--- config.mk ---
export PLATFORM = sky130hd
export DESIGN_NAME = pad_in_filter
export DESIGN_NICKNAME = d
export VERILOG_FILES = /design/src/rtl/pad_if_pkg.sv /design/src/rtl/pad_sync.sv /design/src/rtl/pad_in_filter.sv
export SDC_FILE = /design/constraint.sdc
export NUM_CORES = 1
export LEC_CHECK = 0
export ABC_AREA = 1
export CAP_MARGIN = 20
export CORE_MARGIN = 3
export CORE_UTILIZATION = 40
export CTS_BUF_LIST = sky130_fd_sc_hd__clkbuf_8
export DETAILED_ROUTE_END_ITERATION = 7
export MAX_ROUTING_LAYER = met4
export PLACE_DENSITY = 0.64
export SLEW_MARGIN = 20
export SYNTH_ARGS = -nofsm -noshare
export SYNTH_HDL_FRONTEND = slang
export SYNTH_SLANG_ARGS = --single-unit
--- constraint.sdc ---
create_clock -name clk -period 1.7 [get_ports clk]
set_input_delay 0.255 -clock clk [delete_from_list [all_inputs] [get_ports clk]]
set_output_delay 0.255 -clock clk [all_outputs]
set_load 0.01 [all_outputs]
--- src/rtl/pad_if_pkg.sv ---
// Shared defaults and helpers for the pad input conditioning blocks.
package pad_if_pkg;

   localparam int unsigned SYNC_STAGES_DEF = 2;
   localparam int unsigned FILT_LEN_DEF    = 4;
   localparam int unsigned STUCK_W_DEF     = 16;
   localparam int unsigned EDGE_W_DEF      = 8;

   // All-ones value of a w-bit counter (w <= 32), used as a saturation limit.
   function automatic logic [31:0] sat_max(input int unsigned w);
      logic [32:0] one_hot;
      one_hot = 33'd1 << w;
      return 32'(one_hot - 33'd1);
   endfunction

endpackage

--- src/rtl/pad_sync.sv ---
// Synchroniser chain for an asynchronous pad level; X/Z on the pad samples as 0.
module pad_sync
   import pad_if_pkg::*;
#(
   parameter int unsigned STAGES = SYNC_STAGES_DEF
) (
   input  logic clk,
   input  logic rst,
   input  logic pad_z,
   output logic sync_out
);

   logic [STAGES-1:0] sync_q;
   logic              pad_bit_c;

   // Only a solid 1 counts as high; an unbiased (X/Z) pad reads as 0.
   assign pad_bit_c = (pad_z === 1'b1);

   // Free-running shift chain, independent of any enable.
   always_ff @(posedge clk or posedge rst) begin
      if (rst) begin
         sync_q <= '0;
      end else begin
         sync_q <= {sync_q[STAGES-2:0], pad_bit_c};
      end
   end

   assign sync_out = sync_q[STAGES-1];

endmodule

--- src/rtl/pad_in_filter.sv ---
// Pad input conditioning: synchronise, glitch-filter, edge strobes, edge counter
// and stuck-line detection. Stuck detection is built only when the macro
// PAD_IN_FILTER_STUCK_DET_EN is defined; otherwise stuck_flag is tied low.
module pad_in_filter
   import pad_if_pkg::*;
#(
   parameter int unsigned SYNC_STAGES = SYNC_STAGES_DEF,
   parameter int unsigned FILT_LEN    = FILT_LEN_DEF,
   parameter int unsigned STUCK_W     = STUCK_W_DEF,
   parameter int unsigned EDGE_W      = EDGE_W_DEF
) (
   input  logic              clk,
   input  logic              rst,
   input  logic              en,
   input  logic              pad_z,
   input  logic              stuck_clr,
   output logic              level,
   output logic              rise,
   output logic              fall,
   output logic [EDGE_W-1:0] edge_cnt,
   output logic              stuck_flag
);

   logic                sync_s;
   logic [FILT_LEN-1:0] filt_q;
   logic [FILT_LEN-1:0] filt_nxt_c;
   logic                all_hi_c;
   logic                all_lo_c;
   logic                acc_rise_c;
   logic                acc_fall_c;
   logic                acc_edge_c;

   pad_sync #(
      .STAGES (SYNC_STAGES)
   ) u_sync (
      .clk      (clk),
      .rst      (rst),
      .pad_z    (pad_z),
      .sync_out (sync_s)
   );

   // Window contents after this cycle's shift; deciding on it saves a cycle of latency.
   generate
      if (FILT_LEN == 1) begin : g_filt_one
         assign filt_nxt_c = sync_s;
      end else begin : g_filt_many
         assign filt_nxt_c = {filt_q[FILT_LEN-2:0], sync_s};
      end
   endgenerate

   assign all_hi_c   = &filt_nxt_c;
   assign all_lo_c   = ~|filt_nxt_c;
   assign acc_rise_c = en & all_hi_c & ~level;
   assign acc_fall_c = en & all_lo_c & level;
   assign acc_edge_c = acc_rise_c | acc_fall_c;

   // Sample window, frozen while disabled.
   always_ff @(posedge clk or posedge rst) begin
      if (rst) begin
         filt_q <= '0;
      end else if (en) begin
         filt_q <= filt_nxt_c;
      end
   end

   // Accepted level and single-cycle strobes; strobes drop to 0 whenever en is low.
   always_ff @(posedge clk or posedge rst) begin
      if (rst) begin
         level <= 1'b0;
         rise  <= 1'b0;
         fall  <= 1'b0;
      end else begin
         rise <= acc_rise_c;
         fall <= acc_fall_c;
         if (acc_edge_c) begin
            level <= ~level;
         end
      end
   end

   // Wrapping count of accepted edges.
   always_ff @(posedge clk or posedge rst) begin
      if (rst) begin
         edge_cnt <= '0;
      end else if (acc_edge_c) begin
         edge_cnt <= edge_cnt + EDGE_W'(1);
      end
   end

`ifdef PAD_IN_FILTER_STUCK_DET_EN

   localparam logic [STUCK_W-1:0] IDLE_MAX = STUCK_W'(sat_max(STUCK_W));

   logic [STUCK_W-1:0] idle_q;
   logic [STUCK_W-1:0] idle_nxt_c;
   logic               stuck_set_c;

   // Idle counter next value: restart on an accepted edge, else count up to saturation.
   always_comb begin
      idle_nxt_c  = idle_q;
      stuck_set_c = 1'b0;
      if (en) begin
         if (acc_edge_c) begin
            idle_nxt_c = '0;
         end else if (idle_q != IDLE_MAX) begin
            idle_nxt_c = idle_q + STUCK_W'(1);
         end
         stuck_set_c = (idle_nxt_c == IDLE_MAX);
      end
   end

   // Sticky stuck flag; a clear request beats a coincident set and acts even when disabled.
   always_ff @(posedge clk or posedge rst) begin
      if (rst) begin
         idle_q     <= '0;
         stuck_flag <= 1'b0;
      end else if (stuck_clr) begin
         idle_q     <= '0;
         stuck_flag <= 1'b0;
      end else begin
         idle_q <= idle_nxt_c;
         if (stuck_set_c) begin
            stuck_flag <= 1'b1;
         end
      end
   end

`else

   // Stuck detection not built: flag constant low, clear input and width unused.
   logic               unused_stuck_clr;
   logic [STUCK_W-1:0] unused_stuck_w;

   assign unused_stuck_clr = stuck_clr;
   assign unused_stuck_w   = '0;
   assign stuck_flag       = 1'b0;

`endif

endmodule

==> impl_summary.md <==
Timing
In the finished design, the share of the clock period the worst path needs comes to 0.897. Setup repair after global routing left no endpoint under its margin. For the final database, setup skew stands at ~0.0013 ns. Static timing analysis puts the maximum clock frequency at approximately 660 MHz. The setup-violating endpoint count in the final report is 0.

The final count of hold timing violations is 0. The time the final worst path needs with I/O delays and setup is 1.53 ns. Summed over all failing endpoints, the final setup total negative slack is 0 ns. The number of pins with negative max-slew slack in the final report is 0.

Critical path
In this run the number of cells on the critical path is 1. The slowest cell on the critical path is clkdlybuf4s50_1. The top cell family by delay on the critical path is buffers and inverters.

The element type at the critical path end is a primary output. For flop-to-flop paths, the worst setup slack is 0.49 ns. Tracing the worst setup path back leads to its startpoint at edge_cnt[2]$_DFFE_PP0P_. Of all nets on the critical path, the largest fanout is 6. The delay contributed by the slowest stage of the critical path is 0.58 ns. The total buffers and inverters traversed by the critical path is 1. The worst setup path is of the register to primary output kind. The critical path startpoint category is a register. The required time reported for the critical path endpoint is roughly 1.4 ns.

For the worst flop-to-flop path, the logic depth is 8. Following the worst setup path forward leads to its endpoint at edge_cnt[2]. The worst register-to-register path ends at edge_cnt[6]$_DFFE_PP0P_. Data arrives at the worst endpoint at 1.27 ns. Walking the worst path, the cells encountered are clkdlybuf4s50_1. In this run the critical register-to-register path is launched from edge_cnt[1]$_DFFE_PP0P_.

Route
The total iterations of the first detailed-routing run is 4. The routed layout has slightly above 600 vias. The detail route stage leaves a number of antenna-violating nets equal to 0.

The via count normalized by instance count is approximately 4.4. The wire length after detailed routing is 1310 µm. The detailed router's first-iteration violation count is 13. Dividing the detail-routed wire length by the instance count gives about 9.5 µm.

The number of design rule violations left after detail routing is 0.

CTS
At the later pin of the worst-skew pair, clock insertion delay measures 0.25 ns. The clock passes through at most 2 buffers. The number of clock buffers added by TritonCTS is 3.

After clock tree synthesis, the clock-pin slew on the worst setup and hold paths is approximately 0.060 ns. The number of buffers added to fix hold violations after cts is 0. The number of H-tree levels is 1.

The number of gates resized after cts is 0. In this run the post-CTS setup repair buffer count came out at 0. TritonCTS built the clock tree. The buffer cell driving the clock tree root is clkbuf_8. The number of sinks on the clock net is 16.

Flow run
The tool flagged a number of max-cap violations equal to 0.

Final layout
Once layout is done, the placed cells without fillers occupy ~1000 µm². The share of cells above drive strength 1 is 0.0885. The end-of-flow core utilization is 0.568.

The repair_antennas step left the layout with diodes totalling 0. In the final design database the tool counted 120 nets. The relative area change from synthesis to final layout is 28.8%.

Logic synthesis
The net count of the mapped netlist is ~100. For this run, asynchronously set or reset flops after synthesis account for 1.00. Summing every instance area after synthesis gives between 700 and 800 µm². Of the synthesized area, sequential elements account for 0.510. Sorting the synthesized cells by area gives the leading types as dfrtp_1 51%, nand2_1 20%, inv_1 5.3%. By count the netlist is led by 41 x nand2_1, 16 x dfrtp_1, 11 x inv_1, 8 x nor2_1. Yosys printed 0 warnings. After technology mapping, the gate count stands at 95. A synthesized cell averages 8.27 µm². Synthesis instantiated 17 different standard cells from the library.

The cell accounting for the most synthesized area is dfrtp_1. By instance count, the leading cell after synthesis is nand2_1. After synthesis the netlist holds a flip-flop and latch count of 16. Yosys mapped a number of flops with a built-in enable equal to 0.

The fraction of synthesized cell area taken by the top area cell type is 0.510. The most used flip-flop cell after synthesis is dfrtp_1.

Placement
The weighted congestion at the end of routability-driven global placement is between 0.8 and 0.9. The placed wire-length estimate is between 900 and 1000 µm. Input and output buffers added on the ports amount to 14. After detailed placement, the total cell area comes to about 960 µm².

Power and ir drop
In this run the static leakage power is 0.000547 µW. The maximum vdd ir drop is approximately 660 µV. Power spread over the standard cell area amounts to between 1000 and 1500 nW/µm².

The overall power after layout is between 1000 and 1500 µW.

Floorplanning
The number of top-level pins is 17. Row generation in the floorplan step produced 15 rows. For this configuration, the core starts out at a cell density of 0.441. The area enclosed by the die boundary is around 2500 µm². In this run the standard cell core region covers ~1800 µm². From bottom edge to top edge, the die measures approximately 50 µm. From left edge to right edge, the die measures 50.3 µm.

Global routing
The largest net degree at the start of global routing is 17. The wire length of the first global-routing pass is ~2400 µm. Across every metal layer, demand over resource in global routing totals 0.130. After global routing the overflow that remains totals 0.

The number of antenna violations at the first check in global routing is 0. The number of global-route vias before repair is around 560.

Outcome
The run finished with clean final reports.

Hold path
The path class of the tightest hold or removal check is input pin to asynchronous set/reset pin.
[cells in the final DEF, fill, tap and decap left out]
| cell type | count |
|---|---|
| o21ai_0 | 3 |
| inv_1 | 11 |
| nand2_1 | 41 |
| xor2_1 | 3 |
| nand3b_1 | 1 |
| nand3b_4 | 1 |
| nor2_1 | 8 |
| a21oi_1 | 1 |
| clkbuf_8 | 4 |
| ha_1 | 1 |
| nand3_1 | 3 |
| buf_4 | 1 |
| nand2_8 | 1 |
| inv_4 | 1 |
| dfrtp_1 | 16 |
| inv_2 | 1 |
| clkdlybuf4s50_1 | 14 |
| conb_1 | 1 |
| nand3_4 | 1 |
[per-stage QoR]
stage                     cells  worst slack, ns  hold slack [ns]
after global placement      134            0.180            0.332
after detailed placement    134            0.165            0.337
final                       138            0.174            0.321
after global routing        138            0.116            0.349
after CTS                   138            0.171            0.329
after floorplan              95            0.549            0.169
[layer usage]
metal  GRT usage  share of wire  vias to the layer above
met4      0.0538          0.011                        0
met5           -              0                        -
met3      0.0356          0.050                        3
met1       0.171           0.50                      280
met2       0.189           0.44                       13
li1            -              -                      316
[worst reg2reg max path, delay by kind of cell (launching register included)]
kind | cells | cell delay, ns
simple gates | 7 | 0.50
fa+ha+maj | 1 | 0.21
flops | 1 | 0.42
[where the power goes]
part | switching [µW] | internal, µW
Sequential | 66.1 | 436
Clock | 124 | 205
Combinational | 129 | 134
[registers in the layout, indices dropped and copies added, names as in the netlist]
signal,count
edge_cnt,8
u_sync.sync_q,2
filt_q,3
fall,1
rise,1
level,1
[layout make-up]
type	count	area [µm²]
fill	156	771
sequential	16	400
multi-input combinational	65	327
timing repair buffer	15	148
clock buffer	4	55.1
inverter	13	51.3
tap	25	31.3
[cell families (layout without fill, tap and decap cells)]
family,after synthesis,count (layout),share of synthesized area
flops,16,16,0.510
buf+inv,14,32,0.0748
xor+xnor,3,3,0.0334
compound gates,4,4,0.0255
other cells,1,1,0.00477
fa+ha+maj,1,1,0.0159
simple gates,56,56,0.336
[worst min-delay path by stage]
stage,from,endpoint,slack (ns),cells past startpoint
after floorplan,rst,edge_cnt[0]$_DFFE_PP0P_,0.17,1
after global placement,u_sync.sync_q[0]$_DFF_PP0_,u_sync.sync_q[1]$_DFF_PP0_,0.33,0
after detailed placement,u_sync.sync_q[0]$_DFF_PP0_,u_sync.sync_q[1]$_DFF_PP0_,0.34,0
after CTS,rst,edge_cnt[5]$_DFFE_PP0P_,0.33,3
after global routing,rst,filt_q[1]$_DFFE_PP0P_,0.35,3
final,rst,filt_q[1]$_DFFE_PP0P_,0.32,3
Power figures use the tool's default switching activity.
==> RTL edit: new RTL, same flow settings <==
Put one more register stage on the output `edge_cnt`, with the module's reset. The value now appears one clock later. The other outputs are not delayed to match.
--- a/src/rtl/pad_in_filter.sv
+++ b/src/rtl/pad_in_filter.sv
@@ -20,6 +20,8 @@
    output logic [EDGE_W-1:0] edge_cnt,
    output logic              stuck_flag
 );
+
+   logic [EDGE_W-1:0] edge_cnt_s0;
 
    logic                sync_s;
    logic [FILT_LEN-1:0] filt_q;
@@ -81,9 +83,9 @@
    // Wrapping count of accepted edges.
    always_ff @(posedge clk or posedge rst) begin
       if (rst) begin
-         edge_cnt <= '0;
+         edge_cnt_s0 <= '0;
       end else if (acc_edge_c) begin
-         edge_cnt <= edge_cnt + EDGE_W'(1);
+         edge_cnt_s0 <= edge_cnt_s0 + EDGE_W'(1);
       end
    end
 
@@ -137,5 +139,13 @@
 
 `endif
 
+   always_ff @(posedge clk or posedge rst) begin
+      if (rst) begin
+         edge_cnt <= '0;
+      end else begin
+         edge_cnt <= edge_cnt_s0;
+      end
+   end
+
 endmodule
 
Behaviour: not the same (a bounded check fails within 10 cycles, from zero or initial values and one cycle with rst high).
==> RTL edit against the original RTL <==
Via count increased by 9.2%; sequential share of layout area increased by 9.9 points; die area increased by 22%; setup slack improved by 0.063 ns; non-clock buffer count unchanged; routed wire length increased by 12%; cell area increased by 20%; sequential cell count increased by 8; power increased by 24%; global-route usage decreased by 1.5 points; synthesized area increased by 25%; clock power increased by 12%; critical path type unchanged; highest routed layer unchanged.
==> RTL edit: results <==
export IMPL_status="complete, no violations"
export IMPL_grt_pass1_vias=636
export IMPL_startpoint="level"
export IMPL_drive_gt1_frac=0.0833
export IMPL_p_comb_frac=0.190
export IMPL_reg2reg_to="edge_cnt_s0[6]"
export IMPL_syn_avg_cell_area_um2=9.64
export IMPL_num_nets_final=127
export IMPL_rr_startpoint="edge_cnt_s0[0]"
export IMPL_wl_um=1470
export IMPL_ir_drop_uv=658
export IMPL_worstPathMaxFanout=4
export IMPL_grt_pass1_wl_um=2700
export IMPL_cp_endpoint="level"
export IMPL_fillCellCount=203
export IMPL_drt_iter0_markers=10
export IMPL_synth_compound_area_share=0.0204
export IMPL_p_leak_nw=0.649
export IMPL_slowest_delay_ns=0.55
export IMPL_synth_common_cells="nand2_1 (41), dfrtp_1 (24), inv_1 (10), nor2_1 (7), nand3_1 (4)"
export IMPL_synth_xor_area_share=0.0267
export IMPL_yosysSeqAreaShare=0.611
export IMPL_ys_types=18
export IMPL_grt_max_degree=25
export IMPL_switching_share=0.268
export IMPL_cts_resized=0
export IMPL_syn_num_nets=108
export IMPL_dp_hpwl_um=1060
export IMPL_synth_adder_area_share=0.0127
export IMPL_gp_congestion=0.711
export IMPL_seq_cell_power_mw=0.729
export IMPL_fin_worst_skew_ns=0.00172
export IMPL_yosys_top_cells_area="dfrtp_1 (61%), nand2_1 (16%), inv_1 (3.8%), nor2_1 (2.7%), nand2_8 (2.0%)"
export IMPL_num_vias=668
export IMPL_post_drt_wl_per_cell_um=9.90
export IMPL_path_clk_slew_ns=0.08
export IMPL_reg2reg_slack_ns=0.51
[RTL edit: changes by cell type after synthesis]
cell and change:
xnor2_1 +2, inv_1 -1, dfrtp_1 +8, nand3_1 +1
nor2_1 -1, xor2_1 -2
[RTL edit: area by class of cell]
class	count	area share
Timing Repair Buffer	15	0.122
Sequential cell	24	0.495
Inverter	12	0.0392
Clock buffer	4	0.0454
Multi-Input combinational cell	65	0.270
Tap cell	28	0.0289
[RTL edit: metal layers]
metal,part of all wire,track usage,up-vias
li1,-,-,342
met1,0.47,0.145,308
met2,0.45,0.166,13
met3,0.048,0.0278,5
met4,0.030,0.0729,0
met5,0,-,-
[RTL edit: stage by stage]
step / area (um2) / hold slack [ns] / worst slack, ns
3_5_place_dp: 1160 / 0.344 / 0.155
2_1_floorplan: 983 / 0.270 / 0.616
3_3_place_gp: 1160 / 0.334 / 0.179
4_1_cts: 1210 / 0.335 / 0.218
6_report: 1210 / 0.328 / 0.237
5_1_grt: 1210 / 0.353 / 0.170
